===== config.mk =====
export PLATFORM = sky130hd
export DESIGN_NAME = memory_stage_flat
export DESIGN_NICKNAME = d
export VERILOG_FILES = /design/src/rtl/mips_pkg.sv /design/src/rtl/memory_stage_if.sv /design/src/rtl/load_align.sv /design/src/rtl/memory_stage.sv /design/src/flat_wrapper.sv
export SDC_FILE = /design/constraint.sdc
export NUM_CORES = 1
export LEC_CHECK = 0
export CAP_MARGIN = 20
export CORE_MARGIN = 2
export CORE_UTILIZATION = 46
export DETAILED_ROUTE_END_ITERATION = 7
export PLACE_DENSITY = 0.87
export SLEW_MARGIN = 5
export SYNTH_ARGS = -nofsm -noshare
export SYNTH_HDL_FRONTEND = slang
export SYNTH_SLANG_ARGS = --single-unit

===== constraint.sdc =====
create_clock -name clk -period 3.5 [get_ports clk]
set_clock_uncertainty 0.2 [all_clocks]
set_input_delay 0.875 -clock clk [delete_from_list [all_inputs] [get_ports clk]]
set_output_delay 0.875 -clock clk [all_outputs]
set_load 0.005 [all_outputs]

===== src/rtl/mips_pkg.sv =====
// mips_pkg: shared MEM-stage definitions.
// Contents: access-size encodings (SZ_NONE/BYTE/HALF/WORD), the MEM FSM state
// type, the captured-request record held while an access is outstanding, and
// helpers for byte-enable generation and store-lane replication.
package mips_pkg;
  localparam logic [1:0] SZ_NONE = 2'b00;
  localparam logic [1:0] SZ_BYTE = 2'b01;
  localparam logic [1:0] SZ_HALF = 2'b10;
  localparam logic [1:0] SZ_WORD = 2'b11;

  typedef enum logic {IDLE, WAIT} mem_state_t;

  typedef struct packed {
    logic        regWrite;
    logic        memToReg;
    logic        jump;
    logic        we;
    logic        sgn;
    logic [1:0]  size;
    logic [1:0]  lane;
    logic [3:0]  be;
    logic [31:0] addr;
    logic [31:0] wdata;
    logic [31:0] aluOut;
    logic [4:0]  writeReg;
  } mem_req_t;

  function automatic logic [3:0] byteEnable(input logic [1:0] size, input logic [1:0] lane);
    return size == SZ_WORD ? 4'b1111 :
           size == SZ_HALF ? 4'b0011 << lane :
           size == SZ_BYTE ? 4'b0001 << lane : 4'b0000;
  endfunction

  function automatic logic [31:0] laneData(input logic [1:0] size, input logic [31:0] d);
    return size == SZ_BYTE ? {4{d[7:0]}} :
           size == SZ_HALF ? {2{d[15:0]}} : d;
  endfunction
endpackage


===== src/rtl/memory_stage_if.sv =====
// memory_stage_if: data-memory request/ready bus between the MEM stage and memory.
// master (MEM stage): drives dmem_req, dmem_we, dmem_addr, dmem_be, dmem_wdata;
//                     receives dmem_ready, dmem_rdata.
// slave  (memory)   : the mirror image.
interface memory_stage_if;
  logic        dmem_req;
  logic        dmem_we;
  logic [31:0] dmem_addr;
  logic [3:0]  dmem_be;
  logic [31:0] dmem_wdata;
  logic        dmem_ready;
  logic [31:0] dmem_rdata;

  modport master(output dmem_req, dmem_we, dmem_addr, dmem_be, dmem_wdata,
                 input dmem_ready, dmem_rdata);
  modport slave(input dmem_req, dmem_we, dmem_addr, dmem_be, dmem_wdata,
                output dmem_ready, dmem_rdata);
endinterface


===== src/rtl/load_align.sv =====
// load_align: selects the addressed byte/half lane of a read word and extends it.
// Ports: rdata (read word), a (byte lane), size (SZ_* encoding), sgn (1 = sign
// extend) -> result (32-bit register value). Word/none sizes pass rdata through.
import mips_pkg::*;

module load_align (
  input  logic [31:0] rdata,
  input  logic [1:0]  a,
  input  logic [1:0]  size,
  input  logic        sgn,
  output logic [31:0] result
);
  logic [7:0]  b;
  logic [15:0] h;

  assign b = rdata[{a, 3'b000} +: 8];
  assign h = a[1] ? rdata[31:16] : rdata[15:0];
  assign result = size == SZ_BYTE ? {{24{sgn & b[7]}}, b} :
                  size == SZ_HALF ? {{16{sgn & h[15]}}, h} : rdata;
endmodule


===== src/rtl/memory_stage.sv =====
// memory_stage: MIPS MEM stage - data-memory handshake, load alignment, MEM/WB register.
// Ports: clk, rst (async, active-low); M-side control/data from execute;
// dmem (memory_stage_if.master) data-memory bus; StallM to the hazard unit;
// W-side MEM/WB outputs plus one-cycle BusErrW / AddrErrW pulses.
// Parameter TIMEOUT_CYCLES: WAIT cycles without ready before a bus error (0 = never).
// Build option MEM_ALIGN_CHECK_EN: reject misaligned half/word accesses with
// AddrErrW instead of silently forcing the low address bits.
import mips_pkg::*;

module memory_stage #(
  parameter int TIMEOUT_CYCLES = 255
) (
  input  logic                  clk,
  input  logic                  rst,
  input  logic                  RegWriteM,
  input  logic                  MemToRegM,
  input  logic                  jumpM,
  input  logic [1:0]            MemWriteM,
  input  logic [1:0]            LoadSizeM,
  input  logic                  LoadSgnM,
  input  logic [31:0]           ALUOutM,
  input  logic [31:0]           WriteDataM,
  input  logic [4:0]            WriteRegM,
  memory_stage_if.master        dmem,
  output logic                  StallM,
  output logic                  RegWriteW,
  output logic                  MemToRegW,
  output logic                  jumpW,
  output logic [31:0]           ReadDataW,
  output logic [31:0]           ALUOutW,
  output logic [4:0]            WriteRegW,
  output logic                  BusErrW,
  output logic                  AddrErrW
);
  localparam int CW = $clog2(TIMEOUT_CYCLES + 2);

  mem_state_t  state, nextState;
  logic [CW-1:0] cnt;
  mem_req_t    cur, held, src;
  logic        isStore, isAccess, misaligned, timeout, addrErr, req, done, bubble;
  logic [1:0]  size, lane;
  logic [31:0] loadData;

  // A store wins over a load when both are flagged.
  assign isStore  = MemWriteM != SZ_NONE;
  assign isAccess = isStore | MemToRegM;
  assign size     = isStore ? MemWriteM : LoadSizeM;

`ifdef MEM_ALIGN_CHECK_EN
  assign misaligned = isAccess && ((size == SZ_HALF && ALUOutM[0]) ||
                                   (size == SZ_WORD && ALUOutM[1:0] != 2'b00));
  assign lane = ALUOutM[1:0];
`else
  // No checking: drop the address bits a misaligned access cannot use.
  assign misaligned = 1'b0;
  assign lane = size == SZ_WORD ? 2'b00 : size == SZ_HALF ? {ALUOutM[1], 1'b0} : ALUOutM[1:0];
`endif

  assign cur = '{regWrite: RegWriteM, memToReg: MemToRegM, jump: jumpM, we: isStore,
                 sgn: LoadSgnM, size: size, lane: lane, be: byteEnable(size, lane),
                 addr: {ALUOutM[31:2], 2'b00}, wdata: laneData(size, WriteDataM),
                 aluOut: ALUOutM, writeReg: WriteRegM};

  // While waiting, the bus and the instruction come from the captured copy so
  // the (frozen or changing) M inputs cannot disturb the access.
  assign src     = state == WAIT ? held : cur;
  assign timeout = state == WAIT && TIMEOUT_CYCLES != 0 && cnt == CW'(TIMEOUT_CYCLES);
  assign addrErr = state == IDLE && misaligned;

  always_comb begin
    req       = state == IDLE ? isAccess && !misaligned : !timeout;
    done      = !req || dmem.dmem_ready;
    nextState = done ? IDLE : WAIT;
    StallM    = !done;
    bubble    = !done || timeout || addrErr;
  end

  assign dmem.dmem_req   = req;
  assign dmem.dmem_we    = src.we;
  assign dmem.dmem_addr  = src.addr;
  assign dmem.dmem_be    = src.be;
  assign dmem.dmem_wdata = src.wdata;

  load_align u_align (
    .rdata (dmem.dmem_rdata),
    .a     (src.lane),
    .size  (src.size),
    .sgn   (src.sgn),
    .result(loadData)
  );

  always_ff @(posedge clk or negedge rst) begin
    if (!rst) state <= IDLE;
    else      state <= nextState;
  end

  always_ff @(posedge clk or negedge rst) begin
    if (!rst) begin
      cnt       <= '0;
      held      <= '0;
      RegWriteW <= 1'b0;
      MemToRegW <= 1'b0;
      jumpW     <= 1'b0;
      ReadDataW <= '0;
      ALUOutW   <= '0;
      WriteRegW <= '0;
      BusErrW   <= 1'b0;
      AddrErrW  <= 1'b0;
    end else begin
      cnt       <= state == WAIT ? cnt + 1'b1 : '0;
      if (state == IDLE) held <= cur;
      RegWriteW <= src.regWrite && !bubble;
      MemToRegW <= src.memToReg && !bubble;
      jumpW     <= src.jump && !bubble;
      ReadDataW <= loadData;
      ALUOutW   <= src.aluOut;
      WriteRegW <= src.writeReg;
      BusErrW   <= timeout;
      AddrErrW  <= addrErr;
    end
  end
endmodule


===== src/flat_wrapper.sv =====
// flat-port wrapper written by rule: the top's interface ports become plain ports
module memory_stage_flat 
#(
  parameter int TIMEOUT_CYCLES = 255
)
  (clk, rst, RegWriteM, MemToRegM, jumpM, MemWriteM, LoadSizeM, LoadSgnM, ALUOutM, WriteDataM, WriteRegM, StallM, RegWriteW, MemToRegW, jumpW, ReadDataW, ALUOutW, WriteRegW, BusErrW, AddrErrW, dmem_dmem_req, dmem_dmem_we, dmem_dmem_addr, dmem_dmem_be, dmem_dmem_wdata, dmem_dmem_ready, dmem_dmem_rdata);
  memory_stage_if dmem_i ();
  input  logic clk;
  input  logic rst;
  input  logic RegWriteM;
  input  logic MemToRegM;
  input  logic jumpM;
  input  logic [1:0] MemWriteM;
  input  logic [1:0] LoadSizeM;
  input  logic LoadSgnM;
  input  logic [31:0] ALUOutM;
  input  logic [31:0] WriteDataM;
  input  logic [4:0] WriteRegM;
  output logic StallM;
  output logic RegWriteW;
  output logic MemToRegW;
  output logic jumpW;
  output logic [31:0] ReadDataW;
  output logic [31:0] ALUOutW;
  output logic [4:0] WriteRegW;
  output logic BusErrW;
  output logic AddrErrW;
  output wire logic [$bits(dmem_i.dmem_req)-1:0] dmem_dmem_req;
  output wire logic [$bits(dmem_i.dmem_we)-1:0] dmem_dmem_we;
  output wire logic [$bits(dmem_i.dmem_addr)-1:0] dmem_dmem_addr;
  output wire logic [$bits(dmem_i.dmem_be)-1:0] dmem_dmem_be;
  output wire logic [$bits(dmem_i.dmem_wdata)-1:0] dmem_dmem_wdata;
  input wire logic [$bits(dmem_i.dmem_ready)-1:0] dmem_dmem_ready;
  input wire logic [$bits(dmem_i.dmem_rdata)-1:0] dmem_dmem_rdata;
  assign dmem_dmem_req = dmem_i.dmem_req;
  assign dmem_dmem_we = dmem_i.dmem_we;
  assign dmem_dmem_addr = dmem_i.dmem_addr;
  assign dmem_dmem_be = dmem_i.dmem_be;
  assign dmem_dmem_wdata = dmem_i.dmem_wdata;
  assign dmem_i.dmem_ready = dmem_dmem_ready;
  assign dmem_i.dmem_rdata = dmem_dmem_rdata;
  memory_stage #(.TIMEOUT_CYCLES(TIMEOUT_CYCLES)) u_core (.clk(clk), .rst(rst), .RegWriteM(RegWriteM), .MemToRegM(MemToRegM), .jumpM(jumpM), .MemWriteM(MemWriteM), .LoadSizeM(LoadSizeM), .LoadSgnM(LoadSgnM), .ALUOutM(ALUOutM), .WriteDataM(WriteDataM), .WriteRegM(WriteRegM), .dmem(dmem_i), .StallM(StallM), .RegWriteW(RegWriteW), .MemToRegW(MemToRegW), .jumpW(jumpW), .ReadDataW(ReadDataW), .ALUOutW(ALUOutW), .WriteRegW(WriteRegW), .BusErrW(BusErrW), .AddrErrW(AddrErrW));
endmodule

# Yosys cells after proc, flatten, opt, wreduce, memory -nomap -nowiden

Cells that the tools add are included.

Output and inout bits: 145
Bits in registers: 160
Word-level logic and storage cells: 58
Input bits: 112

Add/sub/neg operators: 1
Reductions and logical operators: 11
Shifts and indexed selects: 3
Bitwise gates (word level): 3
Muxes and demuxes: 15
Equal/unequal tests: 6

Operator list:

| cell                | count |
|---|---|
| $mux 32             | 4 |
| $mux 114            | 1 |
| $shiftx 32x6->8     | 1 |
| $mux 16             | 1 |
| $mux 4              | 3 |
| $add 9x1->9 const B | 1 |
| $eq 9x8->1 const B  | 1 |
| $mux 9              | 1 |
| $eq 2x2->1 const B  | 3 |
| $eq 2x1->1 const B  | 2 |
| $logic_and 1x1->1   | 4 |
| $logic_not 1->1     | 4 |
| $mux 2              | 2 |
| $shl 1x2->4 const A | 1 |
| $shl 2x2->4 const A | 1 |
| $mux 1              | 3 |
| $and 1x1->1         | 2 |
| $logic_or 1x1->1    | 2 |
| $reduce_bool 2->1   | 1 |
| $or 1x1->1          | 1 |

# Logic depth before layout (Yosys ltp)

Depth in word-level cells: 14
Depth in mapped cells: 9
Mapped depth without buffers: 8

# Hierarchy

Synthesis repeated with hierarchy kept, for this count alone.

Cell total of the unflattened synthesis: 738
Area, all modules: 7711.1 µm²

By module, submodules not included:

| module       | area an instance (µm²) | sequential area each (µm²) | instances | cells each |
|---|---|---|---|---|
| memory_stage | 6837.8                 | 4003.8                     | 1         | 624 |
| load_align   | 873.3                  | 0.0                        | 1         | 114 |

# Worst setup path before layout

No wires, ideal clock.

Path type: input to output
Start: in MemWriteM[1]
End: out dmem_dmem_be[2]
Required time: 2425 ps
Stages on the path: 8
Arrival: 2355 ps
Slack: 70 ps
Buffers on the path: 3
Cells stage by stage: buf_4 or2_2 o21ai_2 buf_2 a21oi_1 a22oi_1 nand2_1 buf_4

RTL lines:

| item        | line               | source |
|---|---|---|
| from (decl) | flat_wrapper.sv:13 | `input logic [1:0] MemWriteM;` |
| to (decl)   | flat_wrapper.sv:31 | `output wire logic [$bits(dmem_i.dmem_be)-1:0] dmem_dmem_be;` |

# Worst setup path in the final report

Start: in MemWriteM[0]
End: reg u_core.held[57] (netlist name)

Word-level cells in the longest chain between the ends: 6
Elaborated cells on any way between the ends: 7
Those cells by class: eq/ne: 2; mux: 4; reduce/logical: 1

RTL lines:

| item                 | line                | source |
|---|---|---|
| $reduce_bool 2->1    | memory_stage.sv:45  | `assign isStore = MemWriteM != SZ_NONE;` |
| $mux 2 (*)           | memory_stage.sv:47  | `assign size = isStore ? MemWriteM : LoadSizeM;` |
| $eq 2x2->1           | mips_pkg.sv:36      | `size == SZ_HALF ? {2{d[15:0]}} : d;` |
| $mux 32              | mips_pkg.sv:36      |  |
| $mux 32 (*)          | mips_pkg.sv:35      | `return size == SZ_BYTE ? {4{d[7:0]}} :` |
| $mux 114 (*)         | -                   |  |
| to (signal assigned) | memory_stage.sv:111 | `if (state == IDLE) held <= cur;` |
| to (decl)            | memory_stage.sv:39  | `mem_req_t cur, held, src;` |

Mark *: on every way between the ends. The rest lies on a longest branch, timed or not.
A chain may end at the register's enable or synchronous reset.

==> run summary <==
Max-cap viol count = 0
Total number of H-tree levels = 4
Final Setup Violations = 0
Worst-margin pin slew = 0.5632 ns
Area leader, netlist = dfrtp_1
Crit Path Category = in -> reg
Initial core utilization = 0.4666
VDD IR-drop max = 0.0003158 V
Gr usage total = 0.2294
Clock latency at the later pin of the worst-skew pair = 0.42 ns
Yosys reg bits = 160
Switching component of the power = 1.407 mW
CTS buffer count = 17
Comb power frac = 0.247
Netlist cell types = 52
Synth async-reset ratio = 1.000
Buffers on Ports = 255
Rows = 47
Main flop type after synthesis = dfrtp_1
Vias in the first global route = 6217
Post-layout min period = 3.477 ns
Synth top cells by count = nand2_1 (164), dfrtp_1 (160), buf_4 (108)
Crit-path max FO = 8
DRC errors left = 0
Capturing element type of the critical path = register
Global-route wire length before repair = 32090 microns
Synth warn = 0
Fmax = 287.6 MHz
Setup crit start kind = input pin
Mapped cell area = 0.007655 sq mm
Relative slew slack = 0.6246
HPWL Detailed = 13600 microns
Pint = 3.910 mW
Clk Tree Root Cell = clkbuf_16
Final hold violations = 0
PwrDens = 479.4 mW/mm^2
Period Utilization, post-route = 0.9935
Via/cell ratio = 5.004
Std-Cell Core Area = 0.01641 sq mm
DR vias = 6080
Diode count = 0
Critical path data arrival time = 3.60 ns
IO Pins = 257
Clock group share of total power = 0.351
Share of cells above drive strength 1 = 0.2040
Synthesized area per cell = 10.34 sq um
DP Cell Count = 1121
Cell count after synthesis = 740
Power, Total = 5.317 mW
Hold Crit Class = in -> async
Clk pin slew, worst setup/hold paths = 0.07 ns
Sequential Power Share = 0.403
Initial antenna violation count = 0
Top cell type's share of synthesized area = 0.5230
Largest net degree at the start of global routing = 71
Slew Limit Fails = 0
Die area = 0.01769 sq mm
P&R area growth vs syn = 44.87%
Crit path required time = 3.62 ns
CTS tree = yes
Status = completed
Final ANT Viol Nets = 0
Die width = 133 microns
Post-synthesis sequential area ratio = 0.5230
Synth Net Count = 854
Leading cell type by number of instances after synthesis = nand2_1
Leakage power = 5.155 nW
Num Clock Sinks = 160
Wire per inst = 16.66 microns
Synth area leaders = dfrtp_1 (52%), buf_4 (11%), nand2_1 (8.0%)
DRT Wirelength = 20240 microns
Routability cong. = 0.8545
GRT Residual Overflow = 0
CTS Buffer Depth = 2
Die height = 133 microns
EDFF count, synth = 0
Switching Fraction = 0.2647
Nets@finish = 1096
Setup TNS = 0 ns
Iteration-0 DRC Markers = 438
Non-filler cells in the finished layout = 1215
DR pass1 iterations = 5
-- power groups by stage --
stage	Sequential (mW)	Combinational [mW]	Clock, mW
after floorplan	2.16	0.601	0
after global placement	2.16	1.14	0
after detailed placement	2.17	1.16	0
after CTS	2.14	1.30	1.91
after global routing	2.16	1.40	1.99
final	2.14	1.31	1.86
-- placed cells by master, fill, tap and decap left out, drive strengths merged, types with 3 or more instances in the layout --
cell type	count
dlymetal6s2s	3
clkbuf	19
clkinv	5
and2	16
nand3	7
a221oi	7
mux2i	35
xnor2	4
nand2	174
buf	116
a22oi	26
dlygate4sd2	14
clkinvlp	3
a211oi	7
o211ai	10
dfrtp	160
o31ai	3
clkdlybuf4s15	6
a222oi	6
nand2b	32
a21oi	9
nor2b	13
mux2	18
clkdlybuf4s50	222
o21ai	24
inv	19
nor2	8
-- layer usage --
layer  up-vias  global-route usage  part of all wire
met1      2938              0.2880              0.41
met4         0              0.1189             0.039
met3        54             0.04406             0.048
li1       2860                   -                 -
met5         -                   0                 0
met2       228              0.3782              0.50
-- state kept, by name, indices dropped and copies added, names as in the netlist --
signal,flops
u_core.state,1
u_core.RegWriteW,1
u_core.ReadDataW,32
u_core.held,114
u_core.BusErrW,1
u_core.cnt,9
u_core.MemToRegW,1
u_core.jumpW,1
-- kinds of logic (layout without fill, tap and decap cells) --
group	after synthesis	count (layout)	share of synthesized area
AO/OA/AOI/OAI	103	103	0.1010
XOR/XNOR	6	6	0.006865
adder cells (fa/ha/maj)	2	2	0.003269
buffers and inverters	154	409	0.1326
flip-flops	160	160	0.5230
multiplexers	53	53	0.07225
other	1	1	0.0004899
AND/OR/NAND/NOR	261	261	0.1605
-- timing repair --
item	4_1_cts	5_1_grt
gates resized for setup	94	14
endpoints found under the setup margin	31	19
pin swaps	11	10
buffers inserted	65	0
gates cloned	2	0
hold buffers	0	0
-- cell type report --
type / count / area [sq um]
clock buffer: 18 / 439.2
clock inverter: 14 / 156.4
fill: 1182 / 5318
inverter: 15 / 58.81
multi-input combinational: 426 / 2709
sequential: 160 / 4008
tap: 220 / 275.3
timing repair buffer: 362 / 3443
-- per-stage QoR --
step                hold WS, ns  worst slack [ns]  cell area [sq um]  utilization
finish                   0.2154           0.02273              11090       0.6759
global placement         0.2477           -0.4834               9945       0.6061
CTS                      0.2297          0.005728              11090       0.6760
global route             0.2473          -0.01029              11090       0.6759
floorplan                0.2319           0.06975               7655            -
detailed placement       0.2539           -0.5949               9945       0.6061
-- worst paths after layout --
kind | start | to | slack, ns | cells past startpoint
worst min register to register | u_core.cnt[0]$_DFF_PN0_ | u_core.cnt[0]$_DFF_PN0_ | 0.26 | 1
max in group asynchronous | rst | u_core.ReadDataW[11]$_DFF_PN0_ | 2.09 | 2
worst min-delay path | rst | u_core.held[77]$_DFF_PN0_ | 0.22 | 1
worst max-delay path | MemWriteM[0] | u_core.held[57]$_DFF_PN0_ | 0.02 | 20
min in group clk | u_core.cnt[0]$_DFF_PN0_ | u_core.cnt[0]$_DFF_PN0_ | 0.26 | 1
worst max register to register | u_core.state$_DFF_PN0_ | u_core.held[101]$_DFF_PN0_ | 0.18 | 17
-- worst max-delay path: stages --
cell and delay (ns):
buf_2 0.11, or2_4 0.26, o21ai_4 0.23, buf_6 0.13, buf_6 0.09, buf_16 0.13, mux2i_4 0.22, o21ai_2 0.08
buf_4 0.13, buf_4 0.12, buf_4 0.12, buf_4 0.13, buf_4 0.12, buf_4 0.12, buf_4 0.12, buf_4 0.12
buf_4 0.12, buf_4 0.12, buf_4 0.12, buf_4 0.12
Note: power is estimated with default switching activity, not from simulation.
